**config.mk**
```make
export PLATFORM = sky130hd
export DESIGN_NAME = fft_peak_detect_flat
export DESIGN_NICKNAME = d
export VERILOG_FILES = /design/src/rtl/fft_peak_detect_if.sv /design/src/rtl/fft_peak_detect.sv /design/src/flat_wrapper.sv
export SDC_FILE = /design/constraint.sdc
export NUM_CORES = 1
export LEC_CHECK = 0
export ABC_AREA = 1
export CORE_UTILIZATION = 44
export DETAILED_ROUTE_END_ITERATION = 6
export MAX_ROUTING_LAYER = met4
export PLACE_DENSITY_LB_ADDON = 0.08
export SLEW_MARGIN = 40
export SYNTH_ARGS = -nofsm -noshare
export SYNTH_HDL_FRONTEND = slang
export SYNTH_SLANG_ARGS = --single-unit
```
**constraint.sdc**
```tcl
create_clock -name clk -period 2.45 [get_ports clk]
set_input_delay 0.3675 -clock clk [delete_from_list [all_inputs] [get_ports clk]]
set_output_delay 0.3675 -clock clk [all_outputs]
set_load 0.005 [all_outputs]
```
**src/rtl/fft_peak_detect_if.sv**
```systemverilog
// fft_peak_detect_if: FFT source-side beat stream plus peak result handshake.
interface fft_peak_detect_if #(
    parameter int DATA_W = 14,
    parameter int IDX_W  = 10
);
    logic                       source_valid;
    logic                       source_ready;
    logic                       source_sop;
    logic                       source_eop;
    logic signed [DATA_W-1:0]   source_real;
    logic signed [DATA_W-1:0]   source_imag;
    logic                       peak_valid;
    logic                       peak_ready;
    logic [IDX_W-1:0]           peak_bin;
    logic [2*DATA_W-1:0]        peak_mag;
    modport master (
        output source_valid, source_sop, source_eop, source_real, source_imag, peak_ready,
        input  source_ready, peak_valid, peak_bin, peak_mag
    );
    modport slave (
        input  source_valid, source_sop, source_eop, source_real, source_imag, peak_ready,
        output source_ready, peak_valid, peak_bin, peak_mag
    );
endinterface

```
**src/rtl/fft_peak_detect.sv**
```systemverilog
// fft_peak_detect: per-frame |X[k]|^2 peak search over FFT output bins,
// with SOP/EOP framing enforcement and a saturating violation count.
module fft_peak_detect #(
    parameter int DATA_W  = 14,
    parameter int FFT_PTS = 1024,
    parameter int IDX_W   = 10,
    parameter bit SKIP_DC = 1'b1
) (
    input  logic              clk,
    input  logic              reset_n,
    fft_peak_detect_if.slave  bus,
    output logic              err_pulse,
    output logic [7:0]        err_cnt
);
    localparam int MAG_W = 2 * DATA_W;
    localparam logic [IDX_W-1:0] LAST = IDX_W'(FFT_PTS - 1);
    typedef enum logic [1:0] {HUNT, FRAME, DRAIN, HOLD} state_t;
    state_t                  state_q, state_d;
    logic [IDX_W-1:0]        cnt_q, cnt_d, in_bin;
    logic [1:0]              drain_q, drain_d;
    logic                    tag_q, tag_d, acc, err_d;
    logic [7:0]              err_cnt_q, err_cnt_d;
    logic                    err_pulse_q;
    logic signed [MAG_W-1:0] re_x, im_x;
    logic                    s1_v_q, s1_v_d, s1_tag_q, s1_tag_d;
    logic [IDX_W-1:0]        s1_bin_q, s1_bin_d;
    logic [MAG_W-1:0]        s1_re2_q, s1_re2_d, s1_im2_q, s1_im2_d;
    logic                    s2_v_q, s2_v_d, s2_tag_q, s2_tag_d;
    logic [IDX_W-1:0]        s2_bin_q, s2_bin_d;
    logic [MAG_W-1:0]        s2_mag_q, s2_mag_d;
    logic [IDX_W-1:0]        max_bin_q, max_bin_d;
    logic [MAG_W-1:0]        max_mag_q, max_mag_d;
    logic                    pk_v_q, pk_v_d;
    logic [IDX_W-1:0]        pk_bin_q, pk_bin_d;
    logic [MAG_W-1:0]        pk_mag_q, pk_mag_d;
    assign bus.source_ready = reset_n && (state_q == HUNT || state_q == FRAME);
    assign bus.peak_valid   = pk_v_q;
    assign bus.peak_bin     = pk_bin_q;
    assign bus.peak_mag     = pk_mag_q;
    assign err_pulse        = err_pulse_q;
    assign err_cnt          = err_cnt_q;
    always_comb begin
        acc      = bus.source_valid && bus.source_ready;
        state_d  = state_q;
        cnt_d    = cnt_q;
        tag_d    = tag_q;
        err_d    = 1'b0;
        in_bin   = '0;
        pk_v_d   = pk_v_q;
        pk_bin_d = pk_bin_q;
        pk_mag_d = pk_mag_q;
        drain_d  = (state_q == DRAIN) ? drain_q + 2'd1 : 2'd0;
        case (state_q)
            HUNT: if (acc) begin
                if (bus.source_sop) begin
                    state_d = FRAME;
                    cnt_d   = IDX_W'(1);
                    tag_d   = ~tag_q;
                end else begin
                    err_d = 1'b1;
                end
            end
            FRAME: if (acc) begin
                if (bus.source_sop) begin
                    err_d = 1'b1;
                    cnt_d = IDX_W'(1);
                    tag_d = ~tag_q;
                end else begin
                    in_bin = cnt_q;
                    cnt_d  = cnt_q + IDX_W'(1);
                    if (cnt_q == LAST || bus.source_eop) begin
                        state_d = (cnt_q == LAST && bus.source_eop) ? DRAIN : HUNT;
                        err_d   = !(cnt_q == LAST && bus.source_eop);
                    end
                end
            end
            DRAIN: if (drain_q == 2'd2) begin
                state_d  = HOLD;
                pk_v_d   = 1'b1;
                pk_bin_d = max_bin_q;
                pk_mag_d = max_mag_q;
            end
            HOLD: if (bus.peak_ready) begin
                state_d = HUNT;
                pk_v_d  = 1'b0;
            end
            default: state_d = HUNT;
        endcase
        err_cnt_d = (err_d && err_cnt_q != 8'hFF) ? err_cnt_q + 8'd1 : err_cnt_q;
        re_x      = MAG_W'(bus.source_real);
        im_x      = MAG_W'(bus.source_imag);
        // Stray HUNT beats never enter; the tag retires beats of an aborted frame.
        s1_v_d    = acc && (state_q == FRAME || bus.source_sop);
        s1_tag_d  = tag_d;
        s1_bin_d  = in_bin;
        s1_re2_d  = re_x * re_x;
        s1_im2_d  = im_x * im_x;
        s2_v_d    = s1_v_q;
        s2_tag_d  = s1_tag_q;
        s2_bin_d  = s1_bin_q;
        s2_mag_d  = s1_re2_q + s1_im2_q;
        max_bin_d = max_bin_q;
        max_mag_d = max_mag_q;
        if (s2_v_q && s2_tag_q == tag_q) begin
            if (s2_bin_q == '0) begin
                max_bin_d = '0;
                max_mag_d = SKIP_DC ? '0 : s2_mag_q;
            end else if (s2_mag_q > max_mag_q) begin
                max_bin_d = s2_bin_q;
                max_mag_d = s2_mag_q;
            end
        end
    end
    always_ff @(posedge clk or negedge reset_n) begin
        if (!reset_n) begin
            state_q     <= HUNT;
            cnt_q       <= '0;
            drain_q     <= '0;
            tag_q       <= 1'b0;
            err_pulse_q <= 1'b0;
            err_cnt_q   <= '0;
            s1_v_q      <= 1'b0;
            s1_tag_q    <= 1'b0;
            s1_bin_q    <= '0;
            s1_re2_q    <= '0;
            s1_im2_q    <= '0;
            s2_v_q      <= 1'b0;
            s2_tag_q    <= 1'b0;
            s2_bin_q    <= '0;
            s2_mag_q    <= '0;
            max_bin_q   <= '0;
            max_mag_q   <= '0;
            pk_v_q      <= 1'b0;
            pk_bin_q    <= '0;
            pk_mag_q    <= '0;
        end else begin
            state_q     <= state_d;
            cnt_q       <= cnt_d;
            drain_q     <= drain_d;
            tag_q       <= tag_d;
            err_pulse_q <= err_d;
            err_cnt_q   <= err_cnt_d;
            s1_v_q      <= s1_v_d;
            s1_tag_q    <= s1_tag_d;
            s1_bin_q    <= s1_bin_d;
            s1_re2_q    <= s1_re2_d;
            s1_im2_q    <= s1_im2_d;
            s2_v_q      <= s2_v_d;
            s2_tag_q    <= s2_tag_d;
            s2_bin_q    <= s2_bin_d;
            s2_mag_q    <= s2_mag_d;
            max_bin_q   <= max_bin_d;
            max_mag_q   <= max_mag_d;
            pk_v_q      <= pk_v_d;
            pk_bin_q    <= pk_bin_d;
            pk_mag_q    <= pk_mag_d;
        end
    end
endmodule

```
**src/flat_wrapper.sv**
```systemverilog
// flat-port wrapper written by rule: the top's interface ports become plain ports
module fft_peak_detect_flat 
#(
    parameter int DATA_W  = 14,
    parameter int FFT_PTS = 1024,
    parameter int IDX_W   = 10,
    parameter bit SKIP_DC = 1'b1
)
  (clk, reset_n, err_pulse, err_cnt, bus_source_valid, bus_source_sop, bus_source_eop, bus_source_real, bus_source_imag, bus_peak_ready, bus_source_ready, bus_peak_valid, bus_peak_bin, bus_peak_mag);
  fft_peak_detect_if #(.DATA_W(DATA_W), .IDX_W(IDX_W)) bus_i ();
  input  logic clk;
  input  logic reset_n;
  output logic err_pulse;
  output logic [7:0] err_cnt;
  input wire logic [$bits(bus_i.source_valid)-1:0] bus_source_valid;
  input wire logic [$bits(bus_i.source_sop)-1:0] bus_source_sop;
  input wire logic [$bits(bus_i.source_eop)-1:0] bus_source_eop;
  input wire logic [$bits(bus_i.source_real)-1:0] bus_source_real;
  input wire logic [$bits(bus_i.source_imag)-1:0] bus_source_imag;
  input wire logic [$bits(bus_i.peak_ready)-1:0] bus_peak_ready;
  output wire logic [$bits(bus_i.source_ready)-1:0] bus_source_ready;
  output wire logic [$bits(bus_i.peak_valid)-1:0] bus_peak_valid;
  output wire logic [$bits(bus_i.peak_bin)-1:0] bus_peak_bin;
  output wire logic [$bits(bus_i.peak_mag)-1:0] bus_peak_mag;
  assign bus_i.source_valid = bus_source_valid;
  assign bus_i.source_sop = bus_source_sop;
  assign bus_i.source_eop = bus_source_eop;
  assign bus_i.source_real = bus_source_real;
  assign bus_i.source_imag = bus_source_imag;
  assign bus_i.peak_ready = bus_peak_ready;
  assign bus_source_ready = bus_i.source_ready;
  assign bus_peak_valid = bus_i.peak_valid;
  assign bus_peak_bin = bus_i.peak_bin;
  assign bus_peak_mag = bus_i.peak_mag;
  fft_peak_detect #(.DATA_W(DATA_W), .FFT_PTS(FFT_PTS), .IDX_W(IDX_W), .SKIP_DC(SKIP_DC)) u_core (.clk(clk), .reset_n(reset_n), .bus(bus_i), .err_pulse(err_pulse), .err_cnt(err_cnt));
endmodule
```
; Word level (Yosys, flattened, before mapping)
; Index checks and enable logic that the tools add are counted.
[word_totals]
inputBits = 34
regBits = 208
[op_classes]
n_mux = 31
addsub = 4
mul = 2
reduce_logical = 22
bitwise = 1
order_cmp = 1
n_eq_ne = 14
[op_table]
columns = op, n
row1 = $mux 10, 9
row2 = $mul 14x14->28, 2
row3 = $mux 28, 2
row4 = $add 28x28->28, 1
row5 = $gt 28x28->1, 1
row6 = $pmux 10 s2, 1
row7 = $mux 2, 9
row8 = $add 10x1->10 const B, 1
row9 = $eq 10x10->1 const B, 1
row10 = $logic_not 10->1, 1
row11 = $ne 2x2->1 const B, 5
row12 = $add 8x1->8 const B, 1
row13 = $ne 8x8->1 const B, 1
row14 = $pmux 2 s4, 1
row15 = $mux 1, 7
row16 = $reduce_and 7->1, 1
row17 = $eq 2x2->1 const B, 3
row18 = $logic_and 1x1->1, 6
row19 = $reduce_and 3->1, 2
row20 = $reduce_bool 2->1, 3
row21 = $ne 2x1->1 const B, 2
row22 = $pmux 1 s2, 2
row23 = $reduce_and 2->1, 2
row24 = $reduce_and 4->1, 1
row25 = 8 further kinds, 10

; Longest topological paths before layout
[logic_depth]
depth_word = 8
mapped_depth = 27

; Worst setup path before layout
; No wires, ideal clock.
[synth_path]
path_kind = input to register
startpoint = input port bus_source_imag[13]
endpoint = register u_core.s1_im2_q[24]
path_stages = 19
n_path_buf = 2
t_arrival_ns = 5.566
setup_slack_ns = -3.195
setup_ns = 0.079
cell_sequence = clkbuf_1 -> buf_1 -> nand2_1 -> fa_1 -> fa_1 -> inv_1 -> fa_1 -> fa_1 -> fa_1 -> inv_1 -> fa_1 -> inv_1 -> ha_1 -> nand2_1 -> nor2_1 -> nand4_1 -> or2_2 -> nand3_1 -> xor2_1
[synth_via]
elab_chain_len = 1
[synth_lines]
columns = element, line_no
row1 = from (decl), flat_wrapper.sv:19  ; input wire logic [$bits(bus_i.source_imag)-1:0] bus_source_imag;
row2 = $mul 14x14->28, fft_peak_detect.sv:97  ; s1_im2_d = im_x * im_x;
row3 = net u_core.s1_im2_d[24], fft_peak_detect.sv:27  ; logic [MAG_W-1:0] s1_re2_q, s1_re2_d, s1_im2_q, s1_im2_d;
row4 = to (signal assigned), fft_peak_detect.sv:147  ; s1_im2_q <= s1_im2_d;
row5 = to (decl), fft_peak_detect.sv:27
; The timed path passes the listed nets, and every way through them passes these cells.
; A chain may end at the register's enable or synchronous reset.

; Worst setup path in the final report
[layout_path]
startpoint = input port bus_source_imag[13]
endpoint = register u_core.s1_im2_q[26]
; The elaborated chain is that of the path after synthesis.

==> impl_results.md <==
* Final clock skew at 0.00836 ns
* Outcome: complete, but fails checks
* Post-synth ARST share at 1.00
* Crit-path max FO at 7
* Post-route DRC at 0
* Yosys top cell area share at 0.299
* Setup TNS at -91.97 ns
* Core Region at a little over 50000 µm²
* Type of the worst setup path: in -> reg
* Post-layout nets at 3786
* Slew margin rel. at 0.565
* Synthesized flop and latch total at between 200 and 250
* Fillers at 4400
* Max-Cap Viols at 0
* TritonCTS Sinks at 206
* Reg2reg setup slack at 0.23 ns
* CTS H-tree depth at 1
* Vias per inst at 4.75
* Sequential element share of the synthesized area at 0.222
* Layout cell share with drive strength beyond 1 at 0.328
* Clk_lat worst skew at ~0.52 ns
* Clock buffer depth at 3
* Core Rows at 83
* Post-Syn Instances at 2719
* Yosys warns at 0
* Total track usage at 0.230
* Inserted Clock Buffers at 23
* Global-route wire length before repair at 96.4 mm
* GPL Wtd Cong at 0.912
* Largest net degree at the start of global routing at 122
* Die width at 232 µm
* Syn_nets at roughly 3.3k
* Cell Area, Synth at approximately 23000 µm²
* Crit start category: primary input
* Root Driver: clkbuf_16
* Final hold vios at 0
* Fmax achieved at between 200 and 250 MHz
* Dominant cell type by area after synthesis: fa_1
* Final hold slack at 0.260 ns
* Unrepaired setup endpoints after global routing: true
* Post-detailed-routing wire length at 57.7 mm
* Die height at 232 µm
* Clock Pin Slew Worst Setup and Hold Paths at 0.06 ns
* Post-route ant nets at 0
* Worst EP arrival at 5.28 ns
* Period utilization at 1.99
* Reg2reg end: u_core.err_cnt[7]
* Failing checks: setup timing
* Number of flops mapped to enable cells by yosys at 0
* Vias in the first global route at 19.5k
* Initial DRC count at 844
* WL per Instance at 14.8 µm
* Crit path capture type: register
* DIE AREA at 53800 µm²
* P&R area growth vs syn at 39.1%
* Final setup vio count at 46
* Crit Reg-Reg Startpoint: u_core.cnt_q[1]
* Ranking of synthesized cells by area: fa_1 30%, dfrtp_1 22%, inv_1 11%
* 1st-pass router iterations at 7
* Overflow after GRT at 0
* Worst R2R Path Depth at 15
* Initial core utilization at 0.449
* IO Port Bufs at 82
* Initial antenna violation count at 1
* Netlist cell types at 44
* Boundary Pins at 83
* Required time worst endpoint at 2.86 ns
* Synth Area per Inst at between 8 and 9 µm²
* CTS tree: built
* HP Class: in -> async
* Slew Viols, Final at 0
* Post-route minimum period at 4.87 ns
* Setup WS post-layout at -2.42 ns
* HPWL Detailed at 46.9 mm
* Vias at 18.6k
* Final design utilization at 0.624
* Worst-Margin Slew at ~0.65 ns
* Synth Flop Type: dfrtp_1
cells by family (layout without fill, tap and decap cells):
family	Yosys count	after routing	synth area share
AOI/OAI and AO/OA	222	222	0.0529
DFF	206	206	0.222
other	0	1	0
xor gates and xnor gates	106	106	0.0399
and+or+nand+nor	877	877	0.155
buffers and inverters	761	1274	0.125
muxes	12	12	0.00581
adders and majority gates	535	535	0.400
area by class of cell:
cell class / instances / area [µm²] / area share
timing repair buffer: 529 / 5040 / 0.156
tap: 680 / 851 / 0.0263
multi-input combinational: 1752 / 17900 / 0.552
clock buffer: 30 / 652 / 0.0201
antenna: 1 / 2.50 / 0.0000773
sequential: 206 / 5150 / 0.159
clock inverter: 10 / 119 / 0.00367
inverter: 705 / 2670 / 0.0826
placed cells by master (no fill, tap or decap), types with 62 or more instances in the layout:
master,count
buf_4,321
buf_6,98
dfrtp_1,206
fa_1,310
ha_1,121
ha_4,65
inv_1,580
inv_2,115
nand2_1,416
nand2_2,69
nand3_1,77
nor2_1,115
xor2_1,62
worst max-delay path by stage:
stage,startpoint,endpoint,slack [ns]
4_1_cts,bus_source_real[12],u_core.s1_re2_q[26],-2.38
5_1_grt,bus_source_real[13],u_core.s1_re2_q[27],-2.59
3_5_place_dp,bus_source_imag[4],u_core.s1_im2_q[26],-3.47
3_3_place_gp,bus_source_imag[8],u_core.s1_im2_q[26],-3.48
6_report,bus_source_imag[13],u_core.s1_im2_q[26],-2.42
2_1_floorplan,bus_source_real[13],u_core.s1_re2_q[27],-2.62
cell usage after synthesis (all sizes together) (3+ instances only):
master  instances
inv           704
nand2         540
fa            348
dfrtp         206
ha            187
nor2          165
nand3          98
a21oi          97
o21ai          78
xor2           71
clkbuf         41
nor3           35
xnor2          35
nand4          22
o21bai         18
buf            15
a21o           12
mux2           12
a31oi           8
or2             7
nor4            4
a211oi          3
o31ai           3
critical path, stage by stage:
cell	delay (ns)
buf_12	0.10
buf_12	0.15
nand2_8	0.06
fa_1	0.58
fa_2	0.49
buf_6	0.16
buf_4	0.13
fa_1	0.54
inv_2	0.04
fa_1	0.42
inv_1	0.08
fa_2	0.44
fa_1	0.53
inv_2	0.05
ha_4	0.30
nand2_4	0.07
buf_6	0.12
nor4_4	0.30
nand3_2	0.18
nand4_1	0.11
nand2_1	0.06
per-layer routing:
metal	wire [µm]	global-route usage	vias to the layer above
met1	26300	0.306	9150
met2	29000	0.389	241
met3	1590	0.0156	67
li1	-	-	9117
met5	0	-	-
met4	944	0.0461	0
registers in the layout, indices dropped and copies added (netlist names), 8 cells and up:
name / cells
u_core.bus.peak_bin: 10
u_core.bus.peak_mag: 28
u_core.cnt_q: 10
u_core.err_cnt: 8
u_core.max_bin_q: 10
u_core.max_mag_q: 28
u_core.s1_bin_q: 10
u_core.s1_im2_q: 27
u_core.s1_re2_q: 27
u_core.s2_bin_q: 10
u_core.s2_mag_q: 28
stage by stage:
step	setup WS (ns)	instances	cell area (µm²)
finish	-2.42	3913	32400
global route	-2.59	3913	32400
CTS	-2.38	3884	31400
detailed placement	-3.47	3759	28400
global placement	-3.48	3759	28400
floorplan	-2.62	2719	24700
timing repair:
action                     CTS  global route
hold endpoints to repair    14             0
buffers inserted            80            30
resized for setup          541           206
setup endpoints to repair   48            66
pin swaps                  266           165
gates cloned                 6             0
hold buffers                 1             0
Power is left out: the tool's default activity adds up to more than one toggle a clock period on the data nets, which glitch-free logic cannot reach.
